## src/rtl/boot_sequencer.sv

```systemverilog
// boot_sequencer: holds the CPU in reset, streams a program image into instruction ROM, then releases the CPU.
// Define BOOT_TIMEOUT_EN to abort loads that stall for TIMEOUT cycles and raise the sticky err flag.
module boot_sequencer #(
  parameter int ROM_AW = 15,
  parameter int TIMEOUT = 1024
) (
  input  logic              clock,
  input  logic              reset,
  input  logic              load_start,
  input  logic [ROM_AW-1:0] load_len,
  input  logic              s_valid,
  input  logic [15:0]       s_data,
  output logic              s_ready,
  output logic              rom_we,
  output logic [ROM_AW-1:0] rom_addr,
  output logic [15:0]       rom_wdata,
  output logic              cpu_reset,
  input  logic              halt_req,
  output logic              running,
  output logic              done,
  output logic              err
);
  typedef enum logic [1:0] {IDLE, LOAD, RELEASE, RUN} state_t;
  state_t state, stateNext;
  logic [ROM_AW-1:0] wordCnt, wordCntNext, loadLen, loadLenNext, romAddrNext;
  logic [15:0] romWdataNext;
  logic romWeNext, cpuResetNext, runningNext, doneNext, handshake;
  if (TIMEOUT < 1) begin : gBadTimeout
    $error("TIMEOUT must be at least 1");
  end
`ifdef BOOT_TIMEOUT_EN
  localparam int SW = $clog2(TIMEOUT + 1);
  localparam logic [SW-1:0] STALL_LAST = SW'(TIMEOUT - 1);
  logic [SW-1:0] stallCnt, stallCntNext;
  logic errNext;
`else
  assign err = 1'b0;
`endif
  assign s_ready = state == LOAD;
  assign handshake = s_ready && s_valid;
  always_comb begin
    stateNext = state;
    wordCntNext = wordCnt;
    loadLenNext = loadLen;
    romWeNext = 1'b0;
    romAddrNext = rom_addr;
    romWdataNext = rom_wdata;
    cpuResetNext = cpu_reset;
    runningNext = running;
    doneNext = 1'b0;
`ifdef BOOT_TIMEOUT_EN
    stallCntNext = stallCnt;
    errNext = err;
`endif
    case (state)
      IDLE: begin
        cpuResetNext = 1'b1;
        if (load_start) begin
          stateNext = (load_len != '0) ? LOAD : RELEASE;
          loadLenNext = load_len;
          wordCntNext = '0;
`ifdef BOOT_TIMEOUT_EN
          stallCntNext = '0;
          errNext = 1'b0;
`endif
        end
      end
      // Exit on the last word so the counter never has to wrap.
      LOAD: if (handshake) begin
        romWeNext = 1'b1;
        romAddrNext = wordCnt;
        romWdataNext = s_data;
        wordCntNext = wordCnt + 1'b1;
        stateNext = (wordCnt == loadLen - 1'b1) ? RELEASE : LOAD;
`ifdef BOOT_TIMEOUT_EN
        stallCntNext = '0;
`endif
      end
`ifdef BOOT_TIMEOUT_EN
      else if (stallCnt == STALL_LAST) begin
        stateNext = IDLE;
        errNext = 1'b1;
        stallCntNext = '0;
      end else stallCntNext = stallCnt + 1'b1;
`endif
      RELEASE: begin
        stateNext = RUN;
        cpuResetNext = 1'b0;
        runningNext = 1'b1;
        doneNext = 1'b1;
      end
      RUN: if (halt_req) begin
        stateNext = IDLE;
        cpuResetNext = 1'b1;
        runningNext = 1'b0;
      end
      default: stateNext = IDLE;
    endcase
  end
  always_ff @(posedge clock or negedge reset) begin
    if (!reset) begin
      state <= IDLE;
      wordCnt <= '0;
      loadLen <= '0;
      rom_we <= 1'b0;
      rom_addr <= '0;
      rom_wdata <= '0;
      cpu_reset <= 1'b1;
      running <= 1'b0;
      done <= 1'b0;
`ifdef BOOT_TIMEOUT_EN
      stallCnt <= '0;
      err <= 1'b0;
`endif
    end else begin
      state <= stateNext;
      wordCnt <= wordCntNext;
      loadLen <= loadLenNext;
      rom_we <= romWeNext;
      rom_addr <= romAddrNext;
      rom_wdata <= romWdataNext;
      cpu_reset <= cpuResetNext;
      running <= runningNext;
      done <= doneNext;
`ifdef BOOT_TIMEOUT_EN
      stallCnt <= stallCntNext;
      err <= errNext;
`endif
    end
  end
endmodule

```

## config.mk

```make
export PLATFORM = sky130hd
export DESIGN_NAME = boot_sequencer
export DESIGN_NICKNAME = d
export VERILOG_FILES = /design/src/rtl/boot_sequencer.sv
export SDC_FILE = /design/constraint.sdc
export NUM_CORES = 1
export LEC_CHECK = 0
export BUFFER_PORTS_ARGS = -buffer_cell sky130_fd_sc_hd__buf_2
export CAP_MARGIN = 10
export CORE_MARGIN = 2
export CORE_UTILIZATION = 40
export DETAILED_ROUTE_END_ITERATION = 8
export PLACE_DENSITY = 0.62
export SYNTH_ARGS = -nofsm -noshare
export SYNTH_HDL_FRONTEND = slang
export SYNTH_SLANG_ARGS = --single-unit
```

## constraint.sdc

```tcl
create_clock -name clock -period 3.25 [get_ports clock]
set_input_delay 0.65 -clock clock [delete_from_list [all_inputs] [get_ports clock]]
set_output_delay 0.65 -clock clock [all_outputs]
set_load 0.03 [all_outputs]
```

==> impl_table.tex <==
\begin{tabular}{lr}
\hline
Metric & Value \\
\hline
\multicolumn{2}{l}{\textbf{Outcome}} \\
\quad Run status & finished, final reports clean \\
\multicolumn{2}{l}{\textbf{Placed design}} \\
\quad Half-perimeter wire length after placement & 5025 um \\
\quad Placement-stage cell area & 3710 um\^{}2 \\
\quad Routability cong. & 0.8292 \\
\quad Port-buffer cells & 71 \\
\quad Number of placed instances with taps included & 502 \\
\quad Placement-stage worst setup slack & 1.133 ns \\
\multicolumn{2}{l}{\textbf{Final layout}} \\
\quad Filler cell count & 750 \\
\quad Fin util & 0.5043 \\
\quad Inserted Diodes & 0 \\
\quad Net count of the finished layout & 449 \\
\quad Non-filler cells, final & 518 \\
\quad Fraction of final layout cells with drive strength greater than 1 & 0.2764 \\
\quad Area growth from synthesis to layout & 20.81\% \\
\quad Summed area of non-filler cells in the final layout & 3938 um\^{}2 \\
\multicolumn{2}{l}{\textbf{Synth}} \\
\quad Post-synthesis instance area & 3259 um\^{}2 \\
\quad Top cell type by total area after synthesis & sky130\_fd\_sc\_hd\_\_dfrtp\_1 \\
\quad Cell types with the largest area share after synthesis & sky130\_fd\_sc\_hd\_\_dfrtp\_1 51\%, sky130\_fd\_sc\_hd\_\_nand2\_1 12\%, sky130\_fd\_sc\_hd\_\_mux2\_2 4.5\% \\
\quad Area share of the largest cell type after synthesis & 0.5067 \\
\quad Synthesized Nets & 378 \\
\quad Yosys warns & 0 \\
\quad Count of cell types in the netlist & 50 \\
\quad Sequential element share of the synthesized area & 0.5148 \\
\quad Async S/R FF share, synth & 1.000 \\
\quad Prevailing post-synth register cell & sky130\_fd\_sc\_hd\_\_dfrtp\_1 \\
\quad Number of standard cells after synthesis & 340 \\
\quad EDFF count, synth & 0 \\
\quad Average size of a mapped cell & 9.586 um\^{}2 \\
\quad Total of flip-flops plus latches after synthesis & 67 \\
\multicolumn{2}{l}{\textbf{Global route}} \\
\quad Initial antenna violation count & 0 \\
\quad Global-route wire length before repair & 11530 um \\
\quad Vias in the first global route & 2443 \\
\quad Overflow after GRT & 0 \\
\quad Total track usage & 0.1727 \\
\quad Largest net degree at the start of global routing & 36 \\
\multicolumn{2}{l}{\textbf{Worst setup path}} \\
\quad Capturing element type of the critical path & flip-flop \\
\quad Worst endpoint required time & 3.48 ns \\
\quad WS Path Type & reg -> reg \\
\quad Largest delay contributor family on the critical path & compound AO/OA/AOI/OAI gates \\
\quad Buffering stage count on the worst path with inverters included & 1 \\
\quad Standard cell with the maximum stage delay on the critical path & sky130\_fd\_sc\_hd\_\_dfrtp\_1 \\
\quad Worst path cell trace & inv\_1, ha\_1, or2b\_1, a311oi\_1, o2111ai\_1, nor3\_2, a31oi\_1 \\
\quad Element type at the critical path start & flip-flop \\
\quad Maximum fanout along the worst path & 7 \\
\quad Delay contributed by the slowest stage of the critical path & 0.43 ns \\
\quad Arrival time of data at the critical path endpoint & 2.30 ns \\
\multicolumn{2}{l}{\textbf{Floorplan}} \\
\quad Cell Rows & 32 \\
\quad Number of I/O pins & 73 \\
\quad Die height & 94.27 um \\
\quad Chip width & 94.27 um \\
\quad Starting utilization of the core area & 0.4175 \\
\quad Placeable core region & 7807 um\^{}2 \\
\quad Die ar. & 8887 um\^{}2 \\
\multicolumn{2}{l}{\textbf{STA}} \\
\quad Fin Clk Skew & 0.01133 ns \\
\quad Setup tns final & 0 ns \\
\quad Hold Slack & 0.1537 ns \\
\quad Highest clock rate & 0.4818 GHz \\
\quad Setup slack of the critical path after layout & 1.175 ns \\
\quad Unrepaired setup endpoints after global routing & no \\
\quad Final critical delay including setup and external delays & 2.075 ns \\
\quad Final number of max-transition violations & 0 \\
\quad Final setup fails & 0 \\
\quad Post-route clock period utilization & 0.6386 \\
\quad Final hold violation count & 0 \\
\multicolumn{2}{l}{\textbf{Pwr}} \\
\quad Areal power density over the cells & 800.5 nW/um\^{}2 \\
\quad Maximum VDD drop & 0.0002948 V \\
\quad Leakage power & 1.935 nW \\
\quad Total power of the final layout & 3.152 mW \\
\multicolumn{2}{l}{\textbf{Routing}} \\
\quad Highest routed layer & met4 \\
\quad Avg Vias per Cell & 4.992 \\
\quad Detailed Routing Iterations Pass 1 & 4 \\
\quad M1 WL & 3445 um \\
\quad Met2 wirelength from detailed routing & 3352 um \\
\quad Final routed DRC violation total & 0 \\
\quad WL final & 7187 um \\
\quad Routed wire length per instance & 13.87 um \\
\quad Number of routed nets with antenna violations & 0 \\
\quad Sum of met3 wire segment lengths after detailed routing & 297 um \\
\quad Number of vias after detailed routing & 2586 \\
\quad Number of design-rule violations left by the first detailed-router iteration & 146 \\
\multicolumn{2}{l}{\textbf{Clock tree}} \\
\quad Clock latency on the worst-skew pair & 0.35 ns \\
\quad Root Buffer Master & sky130\_fd\_sc\_hd\_\_clkbuf\_8 \\
\quad Post-CTS Hold Fix Bufs & 0 \\
\quad Post-CTS setup buffers & 0 \\
\quad Number of clock sinks & 67 \\
\quad Number of gates given a new drive strength after cts & 0 \\
\quad CTS buffer count & 9 \\
\quad Number of levels in the clock H-tree & 3 \\
\quad Clock-pin slew on the worst setup and hold paths & 0.07 ns \\
\quad Clock tree from TritonCTS & yes \\
\quad Number of buffers on the longest clock path & 2 \\
\multicolumn{2}{l}{\textbf{Min path}} \\
\quad Class of the most critical hold timing path & in -> async \\
\multicolumn{2}{l}{\textbf{Run}} \\
\quad Number of maximum-capacitance constraint violations & 0 \\
\hline
\end{tabular}
==> per-layer routing <==
metal,global-route usage,up-vias
met5,0,-
met4,0.06522,0
met3,0.05538,9
met2,0.2679,42
met1,0.2254,1244
li1,-,1291
==> layout make-up <==
| type | instances | area (um^2) | area share |
|---|---|---|---|
| sequential | 67 | 1678 | 0.4261 |
| clock inverter | 4 | 72.57 | 0.01843 |
| multi-input combinational | 250 | 1485 | 0.3772 |
| inverter | 7 | 26.28 | 0.006673 |
| tap | 102 | 127.6 | 0.03241 |
| clock buffer | 12 | 155.1 | 0.03940 |
| timing repair buffer | 76 | 392.9 | 0.09978 |
==> power by group <==
group	switching, mW	leakage (nW)	internal [mW]
combinational	0.603	0.966	0.441
sequential	0.262	0.856	1.05
clock	0.324	0.113	0.473
==> Yosys cell counts (4+ instances only) <==
cell / number
sky130_fd_sc_hd__dfrtp_1: 66
sky130_fd_sc_hd__or3_1: 5
sky130_fd_sc_hd__xor2_1: 13
sky130_fd_sc_hd__nand4_1: 5
sky130_fd_sc_hd__nand2_1: 102
sky130_fd_sc_hd__nor3_1: 9
sky130_fd_sc_hd__nor4_1: 4
sky130_fd_sc_hd__nor2_1: 18
sky130_fd_sc_hd__clkbuf_1: 9
sky130_fd_sc_hd__mux2_2: 13
sky130_fd_sc_hd__o21ai_0: 11
sky130_fd_sc_hd__nand3_1: 4
sky130_fd_sc_hd__a21oi_1: 11
sky130_fd_sc_hd__inv_1: 5
sky130_fd_sc_hd__xnor2_1: 16
==> kinds of logic after synthesis <==
family	count (synthesis)	share of synthesized area
compound gates	36	0.07025
buf+inv	23	0.02956
simple gates	168	0.2507
other cells	1	0.001151
mux	14	0.04798
xor+xnor	29	0.07793
fa+ha+maj	2	0.007676
flops	67	0.5148
==> final timing paths <==
path / cells past startpoint / slack (ns) / endpoint / from
min in group clock: 2 / 0.47 / rom_addr[2] / rom_addr[2]
hold reg to reg: 2 / 0.47 / rom_addr[2] / rom_addr[2]
setup / recovery: 7 / 1.17 / state[0] / loadLen[0]
max in group asynchronous: 2 / 2.36 / cpu_reset / reset
setup reg to reg: 7 / 1.17 / state[0] / loadLen[0]
hold / removal: 1 / 0.15 / rom_wdata[11] / reset
==> state kept, by name, indices dropped and copies added (netlist names) <==
register and cells:
state 2, loadLen 15, cpu_reset 1, rom_wdata 16
done 1, running 1, rom_we 1, rom_addr 15
wordCnt 15
==> layout by cell type, fill, tap and decap left out, types with 3 or more instances in the layout <==
cell type / n
sky130_fd_sc_hd__xor2_1: 13
sky130_fd_sc_hd__nand4_1: 5
sky130_fd_sc_hd__o21ai_0: 11
sky130_fd_sc_hd__buf_2: 71
sky130_fd_sc_hd__nor2_1: 18
sky130_fd_sc_hd__buf_4: 5
sky130_fd_sc_hd__a21oi_1: 11
sky130_fd_sc_hd__or3_1: 5
sky130_fd_sc_hd__nand2_1: 102
sky130_fd_sc_hd__nand3b_1: 3
sky130_fd_sc_hd__mux2_2: 13
sky130_fd_sc_hd__dfrtp_1: 66
sky130_fd_sc_hd__nor4_1: 4
sky130_fd_sc_hd__inv_1: 5
sky130_fd_sc_hd__xnor2_1: 16
sky130_fd_sc_hd__nor3_1: 9
sky130_fd_sc_hd__nand3_1: 4
sky130_fd_sc_hd__clkbuf_8: 11
Power figures use the tool's default switching activity.
